===== config.mk =====
export PLATFORM = sky130hd
export DESIGN_NAME = spi_cmd_frame_slave
export DESIGN_NICKNAME = d
export VERILOG_FILES = /design/src/rtl/spi_cmd_frame_slave.sv
export SDC_FILE = /design/constraint.sdc
export NUM_CORES = 1
export LEC_CHECK = 0
export CORE_ASPECT_RATIO = 0.7
export CORE_MARGIN = 3
export CORE_UTILIZATION = 49
export CTS_BUF_LIST = sky130_fd_sc_hd__clkbuf_16
export CTS_CLUSTER_DIAMETER = 150
export DETAILED_ROUTE_END_ITERATION = 10
export PLACE_DENSITY_LB_ADDON = 0.05
export RECOVER_POWER = 25
export SYNTH_ARGS = -nofsm -noshare
export SYNTH_HDL_FRONTEND = slang
export SYNTH_SLANG_ARGS = --single-unit

===== constraint.sdc =====
create_clock -name clk_in -period 2.1 [get_ports clk_in]
set_clock_uncertainty 0.05 [all_clocks]
set_input_delay 0.63 -clock clk_in [delete_from_list [all_inputs] [get_ports clk_in]]
set_output_delay 0.63 -clock clk_in [all_outputs]
set_load 0.02 [all_outputs]

===== src/rtl/spi_cmd_frame_slave.sv =====
// Oversampled mode-0 SPI slave: opcode+payload frames become write/command strobes, plus feedback readback.
// Define SPI_CRC8_EN to require a trailing CRC-8 byte (poly 0x07) on write frames.
module spi_cmd_frame_slave #(
    parameter int unsigned DATA_BYTES  = 2,
    parameter int unsigned FB_BYTES    = 4,
    parameter int unsigned SYNC_STAGES = 2,
    parameter int unsigned TIMEOUT_CYC = 5000,
    parameter logic [7:0]  RD_OPCODE   = 8'hAB
) (
    input  logic                    clk_in,
    input  logic                    sys_rst,
    input  logic                    sclk,
    input  logic                    cs_n,
    input  logic                    mosi,
    output logic                    miso,
    input  logic [FB_BYTES*8-1:0]   fb_data,
    output logic                    wr_valid,
    output logic [4:0]              wr_addr,
    output logic [DATA_BYTES*8-1:0] wr_data,
    output logic                    cmd_valid,
    output logic [6:0]              cmd_code,
    output logic                    rd_start,
    output logic                    frame_err,
    output logic                    crc_err,
    output logic                    busy
);

    localparam int unsigned DW = DATA_BYTES * 8;
    localparam int unsigned FW = FB_BYTES * 8;
    localparam int unsigned TW = $clog2(TIMEOUT_CYC + 1);
    localparam int unsigned L  = SYNC_STAGES - 1;
    localparam logic [1:0]    PAY_LAST = 2'(DATA_BYTES - 1);
    localparam logic [2:0]    RD_LAST  = 3'(FB_BYTES - 1);
    localparam logic [TW-1:0] TO_LAST  = TW'(TIMEOUT_CYC - 1);

    typedef enum logic [1:0] {
        ST_OPCODE  = 2'd0,
        ST_PAYLOAD = 2'd1,
`ifdef SPI_CRC8_EN
        ST_CRC     = 2'd3,
`endif
        ST_READ    = 2'd2
    } state_t;

    state_t state_q, state_d;

    logic [SYNC_STAGES-1:0] sclk_s, cs_s, mosi_s;
    logic sclk_d, cs_d;
    logic rise_q, fall_q, mosi_q, cs_q, cs_rise_q;
    logic rise_qq, fall_qq, cs_rise_qq;
    logic [6:0]    sh;
    logic [2:0]    bit_cnt;
    logic [7:0]    byte_q;
    logic          byte_done;
    logic [TW-1:0] to_cnt;
    logic          frame_open, timeout;

    logic [1:0]    pay_cnt;
    logic [4:0]    pay_sh_amt;
    logic [DW-1:0] pay_sh, pay_next;
    logic [4:0]    addr_q;
    logic [2:0]    rd_cnt;
    logic          rd_armed;
    logic [FW-1:0] fb_sh, fb_next;
    logic start_wr, take_byte, wr_fire, cmd_fire, rd_fire, ferr_fire, shift_fb;
`ifdef SPI_CRC8_EN
    logic [7:0] crc_q;
    logic       crc_fire;

    function automatic logic [7:0] crc8_byte(input logic [7:0] crc, input logic [7:0] data);
        logic [7:0] c;
        c = crc ^ data;
        for (int unsigned i = 0; i < 8; i++)
            c = c[7] ? ({c[6:0], 1'b0} ^ 8'h07) : {c[6:0], 1'b0};
        return c;
    endfunction
`endif

    always_ff @(posedge clk_in) begin
        if (sys_rst) begin
            sclk_s    <= '0;
            cs_s      <= '1;
            mosi_s    <= '0;
            sclk_d    <= 1'b0;
            cs_d      <= 1'b1;
            rise_q    <= 1'b0;
            fall_q    <= 1'b0;
            mosi_q    <= 1'b0;
            cs_q      <= 1'b1;
            cs_rise_q <= 1'b0;
        end else begin
            sclk_s    <= {sclk_s[SYNC_STAGES-2:0], sclk};
            cs_s      <= {cs_s[SYNC_STAGES-2:0], cs_n};
            mosi_s    <= {mosi_s[SYNC_STAGES-2:0], mosi};
            sclk_d    <= sclk_s[L];
            cs_d      <= cs_s[L];
            rise_q    <= sclk_s[L] & ~sclk_d;
            fall_q    <= ~sclk_s[L] & sclk_d;
            mosi_q    <= mosi_s[L];
            cs_q      <= cs_s[L];
            cs_rise_q <= cs_s[L] & ~cs_d;
        end
    end

    assign frame_open = (state_q != ST_OPCODE) || (bit_cnt != 3'd0);
    assign timeout    = frame_open && !rise_q && (to_cnt == TO_LAST);

    // Bit assembly runs one cycle ahead of the frame FSM; aborts from the FSM side clear it here.
    always_ff @(posedge clk_in) begin
        if (sys_rst) begin
            sh         <= '0;
            bit_cnt    <= '0;
            byte_q     <= '0;
            byte_done  <= 1'b0;
            rise_qq    <= 1'b0;
            fall_qq    <= 1'b0;
            cs_rise_qq <= 1'b0;
            to_cnt     <= '0;
        end else begin
            byte_done  <= 1'b0;
            rise_qq    <= rise_q & ~cs_q;
            fall_qq    <= fall_q & ~cs_q;
            cs_rise_qq <= cs_rise_q;
            if (cs_q || timeout) begin
                bit_cnt <= '0;
            end else if (rise_q) begin
                sh      <= {sh[5:0], mosi_q};
                bit_cnt <= bit_cnt + 3'd1;
                if (bit_cnt == 3'd7) begin
                    byte_q    <= {sh, mosi_q};
                    byte_done <= 1'b1;
                end
            end
            if (!frame_open || rise_q || timeout)
                to_cnt <= '0;
            else
                to_cnt <= to_cnt + 1'b1;
        end
    end

    always_ff @(posedge clk_in) begin
        if (sys_rst) state_q <= ST_OPCODE;
        else         state_q <= state_d;
    end

    assign pay_sh_amt = {pay_cnt, 3'b000};

    always_comb begin
        state_d   = state_q;
        start_wr  = 1'b0;
        take_byte = 1'b0;
        wr_fire   = 1'b0;
        cmd_fire  = 1'b0;
        rd_fire   = 1'b0;
        ferr_fire = 1'b0;
        shift_fb  = 1'b0;
`ifdef SPI_CRC8_EN
        crc_fire  = 1'b0;
`endif
        if (cs_rise_qq) begin
            state_d   = ST_OPCODE;
            ferr_fire = (state_q != ST_OPCODE);
        end else if (timeout) begin
            state_d   = ST_OPCODE;
            ferr_fire = 1'b1;
        end else begin
            case (state_q)
                ST_OPCODE: if (byte_done) begin
                    if (byte_q[7:5] == 3'b100) begin
                        state_d  = ST_PAYLOAD;
                        start_wr = 1'b1;
                    end else if (byte_q == RD_OPCODE) begin
                        state_d = ST_READ;
                        rd_fire = 1'b1;
                    end else if (!byte_q[7]) begin
                        cmd_fire = 1'b1;
                    end else begin
                        ferr_fire = 1'b1;
                    end
                end
                ST_PAYLOAD: if (byte_done) begin
                    take_byte = 1'b1;
                    if (pay_cnt == PAY_LAST) begin
`ifdef SPI_CRC8_EN
                        state_d = ST_CRC;
`else
                        state_d = ST_OPCODE;
                        wr_fire = 1'b1;
`endif
                    end
                end
`ifdef SPI_CRC8_EN
                ST_CRC: if (byte_done) begin
                    state_d = ST_OPCODE;
                    if (byte_q == crc_q) wr_fire  = 1'b1;
                    else                 crc_fire = 1'b1;
                end
`endif
                ST_READ: begin
                    // The fall closing the opcode byte must not shift; only falls after a read-phase rise do.
                    if (fall_qq && rd_armed) shift_fb = 1'b1;
                    if (byte_done && rd_cnt == RD_LAST) state_d = ST_OPCODE;
                end
                default: state_d = ST_OPCODE;
            endcase
        end

        pay_next = pay_sh;
        if (take_byte)
            pay_next = (pay_sh & ~(DW'(8'hFF) << pay_sh_amt)) | (DW'(byte_q) << pay_sh_amt);

        fb_next = fb_sh;
        if (rd_fire)       fb_next = fb_data;
        else if (shift_fb) fb_next = {fb_sh[FW-2:0], 1'b0};
    end

    always_ff @(posedge clk_in) begin
        if (sys_rst) begin
            wr_valid  <= 1'b0;
            wr_addr   <= '0;
            wr_data   <= '0;
            cmd_valid <= 1'b0;
            cmd_code  <= '0;
            rd_start  <= 1'b0;
            frame_err <= 1'b0;
            miso      <= 1'b0;
            pay_cnt   <= '0;
            pay_sh    <= '0;
            addr_q    <= '0;
            rd_cnt    <= '0;
            rd_armed  <= 1'b0;
            fb_sh     <= '0;
`ifdef SPI_CRC8_EN
            crc_err   <= 1'b0;
            crc_q     <= '0;
`endif
        end else begin
            wr_valid  <= wr_fire;
            cmd_valid <= cmd_fire;
            rd_start  <= rd_fire;
            frame_err <= ferr_fire;
            pay_sh    <= pay_next;
            fb_sh     <= fb_next;
            miso      <= (state_d == ST_READ) && fb_next[FW-1];
            if (cmd_fire) cmd_code <= byte_q[6:0];
            if (start_wr) begin
                addr_q  <= byte_q[4:0];
                pay_cnt <= '0;
            end
            if (take_byte) pay_cnt <= pay_cnt + 2'd1;
            if (wr_fire) begin
                wr_addr <= addr_q;
                wr_data <= pay_next;
            end
            if (rd_fire) begin
                rd_cnt   <= '0;
                rd_armed <= 1'b0;
            end else if (state_q == ST_READ) begin
                if (rise_qq)       rd_armed <= 1'b1;
                else if (shift_fb) rd_armed <= 1'b0;
                if (byte_done)     rd_cnt   <= rd_cnt + 3'd1;
            end
`ifdef SPI_CRC8_EN
            crc_err <= crc_fire;
            if (start_wr)       crc_q <= crc8_byte(8'h00, byte_q);
            else if (take_byte) crc_q <= crc8_byte(crc_q, byte_q);
`endif
        end
    end

`ifndef SPI_CRC8_EN
    assign crc_err = 1'b0;
`endif

    assign busy = (state_q != ST_OPCODE);

endmodule


==> results.md <==
- Die H: 93.4 um
- Clock slew at reported path FFs: 0.05 ns
- Worst slew margin: 62.1%
- Worst Path Buf+Inv: 2
- Slowest-stage cell, CP: or4_4
- Initial core utilization: 51.1%
- Reg area: 2670 um2
- Top cell type's share of synthesized area: 49.8%
- Most common library cell in the layout ignoring fill and taps: dfxtp_1
- CTS tree: done
- Fin. max-slew vios: 0
- Clock Sinks: 133
- Worst slew pin tran: 0.566 ns
- # DRC: 0
- P_leak: 2.81 nW
- Setup TNS: -3.23 ns
- Post-synthesis net count: 624
- Failing checks: setup timing
- CP Class: reg -> reg
- Status: finished, violations left
- Post-synthesis sequential element count: 133
- Vias: 4539
- IO buf count: 70
- Most frequent cells in the layout: dfxtp_1, clkdlybuf4s50_1, buf_4
- Post-Synthesis Cell Area: 5350 um2
- RSZ-0062 raised after global routing: true
- Multi-input gate area: 2720 um2
- Largest net degree at the start of global routing: 51
- Final Setup Violations: 48
- Rows: 31
- Worst Path Required: 2.38 ns
- Clock root buffer: clkbuf_16
- Fillers: 776
- Crit-path leading delay family: simple AND/OR/NAND/NOR gates
- Share of cells above drive strength 1: 22.7%
- Final Core Density: 72.3%
- Detailed placement HPWL: 9.21 mm
- WL final: 13.7 mm
- Initial antenna violation count: 0
- Pwr dens: 708 nW/um2
- Maxcap violations: 0
- Yosys cell types: 57
- Final WS setup: -0.158 ns
- Crit path launch type: flip-flop
- First-pass GRT wire length: 21.6 mm
- Post-DRT Antenna Nets: 0
- DIE AREA: 12200 um2
- Main flop type after synthesis: dfxtp_1
- Grt ovf: 0
- Mean Syn Cell Area: 9.24 um2
- Sequential share of the synthesized area: 49.8%
- Synth top area cells: dfxtp_1, o21ai_0, nor2_1
- CTS max path bufs: 2
- Nature of the critical path endpoint: flip-flop
- Synth-to-Final Area Change: 41.5%
- Hold Path Class: reg -> reg
- Peak per-stage delay on the critical path: 0.54 ns
- Clock buffer count from CTS: 17
- Ys async rst share: 0%
- Worst hold margin: 0.351 ns
- Ant diodes: 0
- Peak Freq: 0.443 GHz
- Data arrival, critical path: 2.54 ns
- GR Util All Layers: 22.8%
- Core Area: 10500 um2
- Number of global-route vias before repair: 4388
- Final min period: 2.26 ns
- Nets@finish: 745
- Synth area leader: dfxtp_1
- Yosys warns: 0
- TritonRoute pass-1 iters: 4
- Final worst-path cycle share: 108%
- Clk_lat worst skew: 0.41 ns
- CP max FO: 6
- DR iter-0 viols: 433
- Ports: 72
- DR WL/cell: 16.3 um
- Die Wd: 131 um
- # H-tree levels: 4
- Placer Congestion: 0.821
- Fin. Hold Viols: 0
- EDFF count, synth: 0
- Mapped Cells: 579
- Worst VDD drop: 603 uV
- Critical-path cell list: or4_4 > or4_4 > o21ai_4 > buf_4 > buf_4 > o21ai_0 > a21oi_1
- Via density: 5.40
-- cell type report --
cell class	count	area share, %
Clock inverter	10	1.26
Inverter	33	1.64
Timing Repair Buffer	142	18.1
Clock buffer	17	5.62
Tap cell	132	2.18
Multi-Input combinational cell	373	35.9
Sequential cell	133	35.3
-- logic make-up after synthesis --
group / synth area share (%)
flops: 49.8
xor+xnor: 2.13
mux: 3.56
compound gates: 18.7
other cells: 0.0701
fa+ha+maj: 1.87
buf+inv: 5.76
simple gates: 18.1
-- per-layer routing --
layer,wire length (um),share of wire (%),track usage [%]
met1,6560,48,32.2
met2,6340,46,34.3
met3,630,4.6,5.08
met4,140,1.0,8.39
met5,0,0,0
-- Yosys cell counts (11+ instances only) --
cell type,number
dfxtp_1,133
nor2_1,51
nand2_1,42
o21ai_0,41
inv_1,33
nor2b_1,29
clkbuf_1,24
nand3_1,24
a21oi_1,23
a22o_1,21
a22oi_1,19
mux2i_1,19
a31oi_1,11
-- final timing paths --
path	from	end	slack [ns]	cells after the start
max	to_cnt[5]$_SDFF_PP0_	rd_armed$_SDFFE_PP0P_	-0.16	7
min	sclk_d$_SDFF_PP0_	rise_q$_SDFF_PP0_	0.35	1
max reg2reg	to_cnt[5]$_SDFF_PP0_	rd_armed$_SDFFE_PP0P_	-0.16	7
min reg2reg	sclk_d$_SDFF_PP0_	rise_q$_SDFF_PP0_	0.35	1
-- sequential cells by signal, summed over array words and instances, names as in the netlist, 3 cells and up --
name      count
sh            7
byte_q        8
addr_q        5
fb_sh        32
cmd_code      7
bit_cnt       3
rd_cnt        3
pay_sh        8
wr_addr       5
to_cnt       13
wr_data      16
-- report_power, final --
group / switching, mW / leakage (nW) / internal (mW)
registers: 0.00368 / 1.07 / 2.53
clock network: 0.984 / 0.263 / 1.68
logic: 0.0695 / 1.47 / 0.0814
-- stage by stage --
step / total power, mW / cells / instance area, um2 / setup WS (ns)
global placement: 2.73 / 799 / 6560 / -0.126
floorplan: 2.64 / 579 / 5380 / -0.106
CTS: 5.40 / 833 / 7280 / -0.106
finish: 5.35 / 840 / 7570 / -0.158
global route: 5.53 / 840 / 7570 / -0.239
detailed placement: 2.73 / 799 / 6560 / -0.163
-- what timing repair did --
action | in CTS | in global routing
endpoints found under the setup margin | 63 | 88
gates cloned | 1 | 3
hold buffers | 0 | 0
buffers inserted | 6 | 8
resized for setup | 48 | 62
pin swaps | 5 | 21
No activity file was read; power rests on OpenSTA's default activity.
